File: src/rtl/bcd_pkg.sv
// Shared BCD definitions: FSM states, digit constants and the active-low 7-segment table.
// Segment bit order is bit0 = a through bit6 = g; codes above 9 show blank.
package bcd_pkg;

  typedef enum logic [1:0] {IDLE, SHIFT, DONE} state_t;

  localparam int BCD_DIGIT_W = 4;
  localparam int ADD3_THRESH = 5;

  localparam logic [6:0] SEG_BLANK = 7'h7f;

  // Index n holds the pattern for digit n; index 10 is blank.
  localparam logic [10:0][6:0] SEG_TABLE = {
    SEG_BLANK, 7'h10, 7'h00, 7'h78, 7'h02, 7'h12,
    7'h19, 7'h30, 7'h24, 7'h79, 7'h40
  };

  function automatic logic [6:0] seg7(input logic [3:0] d);
    return (d <= 4'd9) ? SEG_TABLE[d] : SEG_BLANK;
  endfunction

endpackage

File: src/rtl/bcd_digit_adj.sv
// Double-dabble digit correction: a digit of 5 or more gets +3 so the next
// left shift carries correctly into the digit above.
module bcd_digit_adj
  import bcd_pkg::*;
(
  input  logic [BCD_DIGIT_W-1:0] din,
  output logic [BCD_DIGIT_W-1:0] dout
);

  assign dout = (din >= BCD_DIGIT_W'(ADD3_THRESH)) ? din + BCD_DIGIT_W'(3) : din;

endmodule

File: src/rtl/bin_to_bcd_seq.sv
// Sequential binary-to-BCD converter (shift-and-add-3), one bit per cycle, start/busy/done.
// Defining BIN_TO_BCD_SEG_EN adds a registered active-low 7-segment output per digit.
module bin_to_bcd_seq
  import bcd_pkg::*;
#(
  parameter int BIN_W  = 8,
  parameter int DIGITS = 3
) (
  input  logic                          CLOCK_50,
  input  logic                          RESET,
  input  logic                          start,
  input  logic [BIN_W-1:0]              bin_in,
  output logic                          busy,
  output logic                          done,
  output logic [BCD_DIGIT_W*DIGITS-1:0] bcd_out,
  output logic                          overflow
`ifdef BIN_TO_BCD_SEG_EN
  ,
  output logic [7*DIGITS-1:0]           seg_out
`endif
);

  localparam int BCD_W = BCD_DIGIT_W * DIGITS;
  localparam int SR_W  = BCD_W + BIN_W;
  localparam int CNT_W = $clog2(BIN_W + 1);

  state_t            state;
  logic [SR_W-1:0]   sr;
  logic [CNT_W-1:0]  cnt;
  logic              ovf_acc;

  logic [BCD_W-1:0]  bcd_adj;
  logic [SR_W-1:0]   sr_adj;
  logic [SR_W-1:0]   sr_shift;
  logic              shift_out;
  logic [BCD_W-1:0]  bcd_final;

  for (genvar i = 0; i < DIGITS; i++) begin : g_adj
    bcd_digit_adj u_adj (
      .din  (sr[BIN_W + BCD_DIGIT_W*i +: BCD_DIGIT_W]),
      .dout (bcd_adj[BCD_DIGIT_W*i +: BCD_DIGIT_W])
    );
  end

  assign sr_adj    = {bcd_adj, sr[BIN_W-1:0]};
  assign sr_shift  = {sr_adj[SR_W-2:0], 1'b0};
  assign shift_out = sr_adj[SR_W-1];
  assign bcd_final = sr_shift[SR_W-1 -: BCD_W];

`ifdef BIN_TO_BCD_SEG_EN
  logic [7*DIGITS-1:0] seg_next;

  always_comb begin
    seg_next = '1;
    for (int i = 0; i < DIGITS; i++) begin
      seg_next[7*i +: 7] = seg7(bcd_final[BCD_DIGIT_W*i +: BCD_DIGIT_W]);
    end
  end
`endif

  always_ff @(posedge CLOCK_50) begin
    if (RESET) begin
      state    <= IDLE;
      sr       <= '0;
      cnt      <= '0;
      ovf_acc  <= 1'b0;
      busy     <= 1'b0;
      done     <= 1'b0;
      bcd_out  <= '0;
      overflow <= 1'b0;
`ifdef BIN_TO_BCD_SEG_EN
      seg_out  <= '1;
`endif
    end else begin
      case (state)
        IDLE: begin
          done <= 1'b0;
          if (start) begin
            sr      <= {{BCD_W{1'b0}}, bin_in};
            cnt     <= CNT_W'(BIN_W);
            ovf_acc <= 1'b0;
            busy    <= 1'b1;
            state   <= SHIFT;
          end
        end
        SHIFT: begin
          sr      <= sr_shift;
          cnt     <= cnt - 1'b1;
          ovf_acc <= ovf_acc | shift_out;
          // Result is taken from the last shift directly so outputs never show partials.
          if (cnt == CNT_W'(1)) begin
            busy     <= 1'b0;
            done     <= 1'b1;
            bcd_out  <= bcd_final;
            overflow <= ovf_acc | shift_out;
`ifdef BIN_TO_BCD_SEG_EN
            seg_out  <= seg_next;
`endif
            state    <= DONE;
          end
        end
        DONE: begin
          done  <= 1'b0;
          state <= IDLE;
        end
        default: state <= IDLE;
      endcase
    end
  end

endmodule

File: config.mk
export PLATFORM = sky130hd
export DESIGN_NAME = bin_to_bcd_seq
export DESIGN_NICKNAME = d
export VERILOG_FILES = /design/src/rtl/bcd_pkg.sv /design/src/rtl/bcd_digit_adj.sv /design/src/rtl/bin_to_bcd_seq.sv
export SDC_FILE = /design/constraint.sdc
export NUM_CORES = 1
export LEC_CHECK = 0
export BUFFER_PORTS_ARGS = -buffer_cell sky130_fd_sc_hd__buf_2
export CAP_MARGIN = 20
export CORE_MARGIN = 5
export CORE_UTILIZATION = 56
export CTS_CLUSTER_DIAMETER = 200
export DETAILED_ROUTE_END_ITERATION = 10
export HOLD_SLACK_MARGIN = 0.15
export PLACE_DENSITY = 0.81
export SYNTH_ARGS = -nofsm -noshare
export SYNTH_HDL_FRONTEND = slang
export SYNTH_SLANG_ARGS = --single-unit
File: constraint.sdc
create_clock -name CLOCK_50 -period 1.81 [get_ports CLOCK_50]
set_input_delay 0 -clock CLOCK_50 [delete_from_list [all_inputs] [get_ports CLOCK_50]]
set_output_delay 0 -clock CLOCK_50 [all_outputs]
set_load 0.05 [all_outputs]
======== After elaboration in Yosys (flattened, before gate mapping) ========
Index checks and enable logic that the tools add are counted.
word-level totals
  register bits ........................... 42
cells by class
  add/sub/neg operators ................... 4
  $lt $le $gt $ge ......................... 3
  eq/ne operators ......................... 5
  muxes and demuxes ....................... 17
  bitwise logic cells ..................... 1
  reduce and logical (&&, ||, !) cells .... 9
operators with widths
  operator             number
  $pmux 20 s2          1
  $mux 20              1
  $mux 4               4
  $add 4x2->4 const B  3
  $ge 4x3->1 const B   3
  $pmux 4 s2           1
  $reduce_and 2->1     4
  $pmux 1 s2           3
  $eq 4x1->1 const B   1
  $mux 1               4
  $mux 2               2
  $ne 2x2->1 const B   2
  $pmux 2 s2           1
  $reduce_bool 2->1    2
  $sub 4x1->4 const B  1
  $reduce_and 3->1     1
  $eq 2x1->1 const B   1
  $eq 2x2->1 const B   1
  $logic_not 2->1      1
  $reduce_or 2->1      1
  $or 1x1->1           1

======== Logic depth before layout (Yosys ltp) ========
Gate-level depths: netlist of the first run.
  depth after elaboration ................. 4
  depth in mapped cells ................... 7

======== Hierarchy ========
A second synthesis of the first run with hierarchy kept.
second synthesis, totals
  cell total of the unflattened synthesis .. 234
  area total of the unflattened synthesis .. 2074.5 um^2
by module, submodules not included
  module          times used  cells each  area each (um^2)  seq. area each (um^2)
  bin_to_bcd_seq  1           186         1770.4            840.8
  bcd_digit_adj   3           16          101.3             0.0

======== Worst setup path after synthesis of the first run ========
No wires, ideal clock.
  path kind ............................... register to register
  start point ............................. register sr[12]
  end point ............................... register sr[14]
  library setup time ...................... 0.059 ns
  data arrival time ....................... 1.480 ns
  data required time ...................... 1.751 ns
  slack ................................... 0.272 ns
  cell stages (with the launch flop) ...... 7
  path buffers ............................ 0
  period minus slack after synthesis ...... 1.538 ns
  cells stage by stage .................... dfxtp_1 > inv_1 > ha_1 > nand2b_1 > a21oi_1 > mux2_2 > a2bb2o_1
on the way
  longest elaborated chain between the ends .. 3
  elaborated cells on any way between the ends .. 4
  classes of those cells .................. 1 x add/sub; 1 x order compare; 2 x mux
RTL lines
  what                                              line                  source
  start, declared                                   bin_to_bcd_seq.sv:28  logic [SR_W-1:0] sr;
  start signal, assigned                            bin_to_bcd_seq.sv:79  sr <= {{BCD_W{1'b0}}, bin_in};
  start signal, assigned                            bin_to_bcd_seq.sv:87  sr <= sr_shift;
  $add 4x2->4 / $ge 4x3->1 (equally long branches)  bcd_digit_adj.sv:10   assign dout = (din >= BCD_DIGIT_W'(ADD3_THRESH)) ? din + BCD_DIGIT_W'(3) : din;
  $mux 4 *                                          bcd_digit_adj.sv:10
  $pmux 20 s2 *                                     bin_to_bcd_seq.sv:75  case (state)
Every way passes the cells marked *; elsewhere a longest branch is shown, timed or not.
A chain may end at the register's enable or synchronous reset.

======== Final worst setup path of the first run ========
  start point ............................. register state[0]
  end point ............................... register sr[0]
on the way
  longest elaborated chain between the ends .. 3
  elaborated cells on any way between the ends .. 6
  classes of those cells .................. 2 x eq/ne; 1 x mux; 3 x reduce/logical
RTL lines
  what                                                              line                  source
  start, declared                                                   bin_to_bcd_seq.sv:27  state_t state;
  start signal, assigned                                            bin_to_bcd_seq.sv:63  state <= IDLE;
  start signal, assigned                                            bin_to_bcd_seq.sv:83  state <= SHIFT;
  start signal, assigned                                            bin_to_bcd_seq.sv:99  state <= DONE;
  $eq 2x1->1 / $logic_not 2->1 (equally long branches)              bin_to_bcd_seq.sv:75
  $reduce_bool 2->1 (no line) / $ne 2x2->1 (equally long branches)  n/a
  $reduce_and 2->1 (no line)                                        n/a
Parallel ways exist; a longest one is shown, timed or not.

==> reports/qor.yml, run 1 <==
status: "completed"
nets: 268
timing.reg2reg.setup_slack_ns: 0.09
start_util_pct: 57.5
drv_cap: 0
drt_first_pass_iters: 4
hold_violations: 0
ios: 26
cts_sinks: 42
required_ns: 2.06
ff2ff_path_depth: 5
dpl_worst_slack_ns: 0.0900
syn-num-nets: 229
port_buffers: 25
wl_um: 4220
holdPathEnd: "sr[4]$_SDFFE_PP0P_"
n_fill_cell: 272
whs_path_depth: 4
cts_made_buffers: 5
fp.dieH_um: 68.3
ys_async_sr_fraction_pct: 0
yosysSeqAreaShare_pct: 44.2
tritoncts: "built"
ir_drop_mv: 0.453
reg2reg_from: "state[0]$_SDFFE_PP0P_"
drc: 0
crit_fanout: 8
path_class: "flip-flop to flip-flop"
cp_data_arrival_time_ns: 1.97
synth_cells: 210
multi_input_area_um2: 966
setup_viol: 0
row_count: 21
finClkSkew_ns: 0.00862
grt_pass1_wl_um: 6950
rsz0062_at_grt: "false"
finalCritPeriodShare_pct: 95.1
antenna_found_initial: 0
drt_iter0_markers: 136
leakage_nw: 0.900
cts_root_buf: "clkbuf_4"
final.setup.worst_slack_ns: 0.0883
netlist_area_mm2: 0.00190
grt_use_total_pct: 20.1
clk_latency_ns: 0.36
synth.avg_cell_area_um2: 9.06
area_growth_pct: 19.3
hp-class: "primary input to flip-flop"
vias: 1614
synth_edf_count: 0
clk_pin_slew_worst_paths_ns: 0.12
tightest_slew_ns: 0.410
synth_cell_type_count: 34
worstSetupStartpointType: "flip-flop"
fin_tns_setup_ns: 0
min_from: "bin_in[4]"
grt_pass1_vias: 1604
dp_hpwl_um: 2870
power_mw: 1.75
p_per_area_mw_per_mm2: 773
layout_common_cells: "dfxtp_1 (41), nor2_1 (33), buf_2 (25)"
ff_latch_area_um2: 842
grt_max_degree: 24
slew_headroom_pct: 72.6
final_layout_size_suffix_gt1_share_pct: 23.6
die-area_mm2: 0.00466
period_minus_slack_ns: 1.72
synth_ff_type: "dfxtp_1"
grt_overflow_total: 0
core_area_mm2: 0.00331
ant_nets: 0
synth_seq_cells: 42
avgRoutedWirePerCell_um: 14.3
r2r_end: "sr[0]$_SDFFE_PP0P_"
viasPerCell: 5.45
maxSlewViolCount: 0
fmax_mhz: 581
crit_path_end_kind: "flip-flop"
h-tree-depth: 2
die_w_um: 68.3
gp_congestion: 0.777
final_common_cell: "dfxtp_1"
synth-warning-count: 0
diodes: 0
clock_path_buffers: 2
flip-flops by register name, indices dropped and copies added, names as in the netlist:
register,count
sr,20
ovf_acc,1
cnt,4
state,2
overflow,1
done,1
bcd_out,12
busy,1
layer usage:
metal	vias to the layer above	routed length, um	global-route usage [%]
met1	750	1880	24.1
met4	0	123	9.18
met5	-	0	0
met2	35	2050	34.2
li1	815	-	-
met3	14	172	4.27
through the flow:
stage	cells	hold slack, ns	area, um2	util (%)
3_3_place_gp	277	0.244	2090	63.0
4_1_cts	296	0.423	2260	68.1
2_1_floorplan	210	0.148	1900	-
5_1_grt	296	0.460	2270	68.6
3_5_place_dp	277	0.256	2090	63.0
6_report	296	0.461	2270	68.6
worst max-delay path: stages (launching register included):
cell           delay, ns
dfxtp_1             0.51
o21bai_2            0.12
buf_4               0.18
a22oi_1             0.18
nor2_1              0.05
dlygate4sd3_1       0.56
cell type report:
cell class / count / share of cell area, %
Inverter: 12 / 1.98
Clock inverter: 1 / 0.221
Sequential cell: 42 / 37.1
Tap cell: 46 / 2.54
Clock buffer: 7 / 2.43
Multi-Input combinational cell: 144 / 42.6
Timing Repair Buffer: 44 / 13.2
cells in the mapped netlist, types with 2 or more instances:
library cell | instances | share of area, %
a211oi_1 | 6 | 2.4
a21oi_1 | 21 | 5.5
o21ai_0 | 6 | 1.6
nand3_1 | 3 | 0.79
nor4_1 | 5 | 1.6
o221a_2 | 3 | 1.8
nor3_1 | 5 | 1.3
ha_1 | 8 | 5.3
o22ai_2 | 6 | 3.9
buf_2 | 3 | 0.79
o32ai_1 | 4 | 1.8
nand2_1 | 3 | 0.59
nor2_2 | 2 | 0.66
dfxtp_1 | 42 | 44
inv_1 | 12 | 2.4
nand2b_1 | 11 | 3.6
a2bb2o_1 | 3 | 1.6
xnor2_1 | 4 | 1.8
nor2_1 | 33 | 6.5
a22oi_1 | 2 | 0.79
mux2_2 | 3 | 1.8
o2bb2ai_1 | 2 | 0.92
clkbuf_1 | 7 | 1.4
nor3b_1 | 6 | 2.4
kinds of logic after synthesis:
group	share of synthesized area [%]
AND/OR/NAND/NOR	19.1
AO/OA/AOI/OAI	21.4
flip-flops	44.2
buffers and inverters	5.52
adder cells (fa/ha/maj)	5.26
XOR/XNOR	2.30
multiplexers	2.30
power breakdown:
part	internal, mW	switching [mW]	leakage (nW)	total, mW
Clock	0.188	0.300	0.0353	0.489
Combinational	0.112	0.156	0.523	0.268
Sequential	0.966	0.0309	0.342	0.997
worst max path at each step:
stage	startpoint	endpoint	cells after the start
3_5_place_dp	cnt[1]$_SDFFE_PP0P_	bcd_out[10]$_SDFFE_PP0P_	5
6_report	state[0]$_SDFFE_PP0P_	sr[0]$_SDFFE_PP0P_	5
2_1_floorplan	sr[12]$_SDFFE_PP0P_	sr[14]$_SDFFE_PP0P_	6
5_1_grt	state[0]$_SDFFE_PP0P_	sr[0]$_SDFFE_PP0P_	5
3_3_place_gp	cnt[1]$_SDFFE_PP0P_	bcd_out[6]$_SDFFE_PP0P_	5
4_1_cts	cnt[1]$_SDFFE_PP0P_	bcd_out[10]$_SDFFE_PP0P_	5
what timing repair did:
action / in CTS / in global routing
hold buffers: 11 / 0
endpoints found under the setup margin: 0 / 8
hold endpoints to repair: 21 / 0
setup buffers: 0 / 0
gates resized for setup: 0 / 4
No activity file was read; power rests on OpenSTA's default activity.
==> run 2: changes to the inputs <==
--- a/config.mk
+++ b/config.mk
@@ -7,6 +7,7 @@
 export LEC_CHECK = 0
 export BUFFER_PORTS_ARGS = -buffer_cell sky130_fd_sc_hd__buf_2
 export CAP_MARGIN = 20
+export CORE_ASPECT_RATIO = 1.75
 export CORE_MARGIN = 5
 export CORE_UTILIZATION = 56
 export CTS_CLUSTER_DIAMETER = 200
==> reports/qor.yml, run 2 (same netlist as run 1, synthesis figures left out) <==
avgRoutedWirePerCell_um: 14.4  # +1.1%
core_area_mm2: 0.00333  # +0.53%
path_class: "flip-flop to flip-flop"
leakage_nw: 0.899  # -0.17%
whs_ns: 0.167  # -0.294 ns
final_layout_size_suffix_gt1_share_pct: 23.9  # +0.29 points
diodes: 0  # unchanged
nets: 265  # -1.1%
multi_input_area_um2: 967  # +0.13%
dp_hpwl_um: 2940  # +2.2%
gp_congestion: 0.858  # +11%
wl_um: 4210  # -0.28%
setup_viol: 0  # unchanged
cts_made_buffers: 5  # unchanged
ant_nets: 0  # unchanged
required_ns: 2.06  # about the same
place_area_mm2: 0.00210  # +0.54%
tritoncts: "built"
rsz0062_at_grt: "false"
drv_cap: 0  # unchanged
maxSlewViolCount: 0  # unchanged
start_util_pct: 57.2  # -0.30 points
die_w_um: 54.1  # -21%
largest_reg_flops: 20  # unchanged
slew_headroom_pct: 70.3  # -2.4 points
crit_fanout: 5  # -3
grt_pass1_vias: 1604  # unchanged
antenna_found_initial: 0  # unchanged
fp.dieH_um: 87.1  # +28%
ir_drop_mv: 0.688  # +52%
row_count: 28  # +33%
fin_tns_setup_ns: 0  # unchanged
drc: 0  # unchanged
grt_use_total_pct: 21.4  # +1.3 points
hp-class: "primary input to flip-flop"
vias: 1608  # -0.37%
post_cts_buffers: 0  # unchanged
cp_data_arrival_time_ns: 1.91  # -0.06 ns
h-tree-depth: 2  # unchanged
clk_latency_ns: 0.30  # -0.06 ns
finClkSkew_ns: 0.00771  # -0.000918 ns
ios: 26  # unchanged
status: "completed"
clock_path_buffers: 2  # unchanged
ff_latch_area_um2: 841  # -0.15%
dpl_worst_slack_ns: 0.0841  # -0.00594 ns
finalCritPeriodShare_pct: 92.1  # -3.0 points
grt_overflow_total: 0  # unchanged
tightest_slew_ns: 0.446  # +0.0355 ns
dp_cells: 276  # -0.36%
fin_area_mm2: 0.00228  # +0.39%
reg_top3: "sr (20), bcd_out (12), cnt (4)"
drt_iter0_markers: 30  # -78%
p_per_area_mw_per_mm2: 822  # +6.4%
grt_pass1_wl_um: 7310  # +5.3%
viasPerCell: 5.51  # +0.99%
crit_path_end_kind: "flip-flop"
cts_root_buf: "clkbuf_8"
port_buffers: 25  # unchanged
final.setup.worst_slack_ns: 0.143  # +0.0546 ns
fmax_mhz: 600  # +3.3%
final_common_cell: "dfxtp_1"
die-area_mm2: 0.00471  # +0.98%
drt_first_pass_iters: 4  # unchanged
n_fill_cell: 284  # +4.4%
period_minus_slack_ns: 1.67  # -0.0546 ns
clk_pin_slew_worst_paths_ns: 0.08  # -0.04 ns
cts_sinks: 42  # unchanged
top_register: "sr"
grt_max_degree: 26  # +8.3%
hold_violations: 0  # unchanged
area_growth_pct: 19.7
worstSetupStartpointType: "flip-flop"
instances_no_fill: 292  # -1.4%
layout_common_cells: "dfxtp_1 (42), nor2_1 (33), buf_2 (25)"
run 2: cell types whose count changed in the layout (fill, tap and decap cells not counted):
cell,change
a21oi_2,-1
dlygate4sd3_1,-3
dfxtp_1,+1
ha_1,-2
buf_6,-1
a21oi_1,+1
clkbuf_8,+5
buf_12,+1
clkbuf_4,-5
ha_2,+2
dfxtp_2,-1
run 2: final cells by class:
| cell class | count | area share [%] |
|---|---|---|
| Multi-Input combinational cell | 144 | 42.4 |
| Sequential cell | 42 | 36.9 |
| Timing Repair Buffer | 41 | 12.2 |
| Clock buffer | 7 | 3.79 |
| Tap cell | 45 | 2.47 |
| Inverter | 12 | 1.98 |
| Clock inverter | 1 | 0.220 |
run 2: path summary, 6_finish.rpt:
check        slack, ns  depth (start not counted)            startpoint                    end
max               0.14                          6    sr[9]$_SDFFE_PP0P_    sr[10]$_SDFFE_PP0P_
max reg2reg       0.14                          6    sr[9]$_SDFFE_PP0P_    sr[10]$_SDFFE_PP0P_
min               0.17                          4             bin_in[1]     sr[1]$_SDFFE_PP0P_
min reg2reg       0.48                          2  ovf_acc$_SDFFE_PP0P_  overflow$_SDFFE_PP0P_
run 2: repair_timing:
action                                  4_1_cts  5_1_grt
hold buffers                                  8        0
hold endpoints to repair                     11        0
gates resized for setup                       0        3
endpoints found under the setup margin        0        3
run 2: through the flow:
stage | utilization, % | total power, mW
after floorplan | - | 1.19
after global placement | 63.0 | 1.26
after detailed placement | 63.0 | 1.26
after CTS | 68.2 | 1.89
after global routing | 68.5 | 1.97
final | 68.5 | 1.87
run 2: power breakdown:
part / leakage (nW) / switching [mW] / internal, mW / total [mW]
combinational: 0.509 / 0.158 / 0.108 / 0.265
clock: 0.0482 / 0.309 / 0.308 / 0.617
sequential: 0.342 / 0.0259 / 0.966 / 0.992
total: 0.899 / 0.493 / 1.38 / 1.87
run 2: layer usage:
layer	global-route usage, %	vias to the layer above	part of all wire (%)	routed length, um
li1	-	814	-	-
met1	23.5	754	40	1700
met2	37.1	31	53	2240
met3	4.97	9	3.8	162
met4	10.4	0	2.5	105
met5	0	-	0	0
run 2: worst max-delay path, cell delays in order, from the launching register on:
cell and delay [ns]:
dfxtp_1 0.32, inv_1 0.11, ha_1 0.26, nand2b_1 0.09
a21oi_1 0.23, mux2_2 0.38, a2bb2o_1 0.23
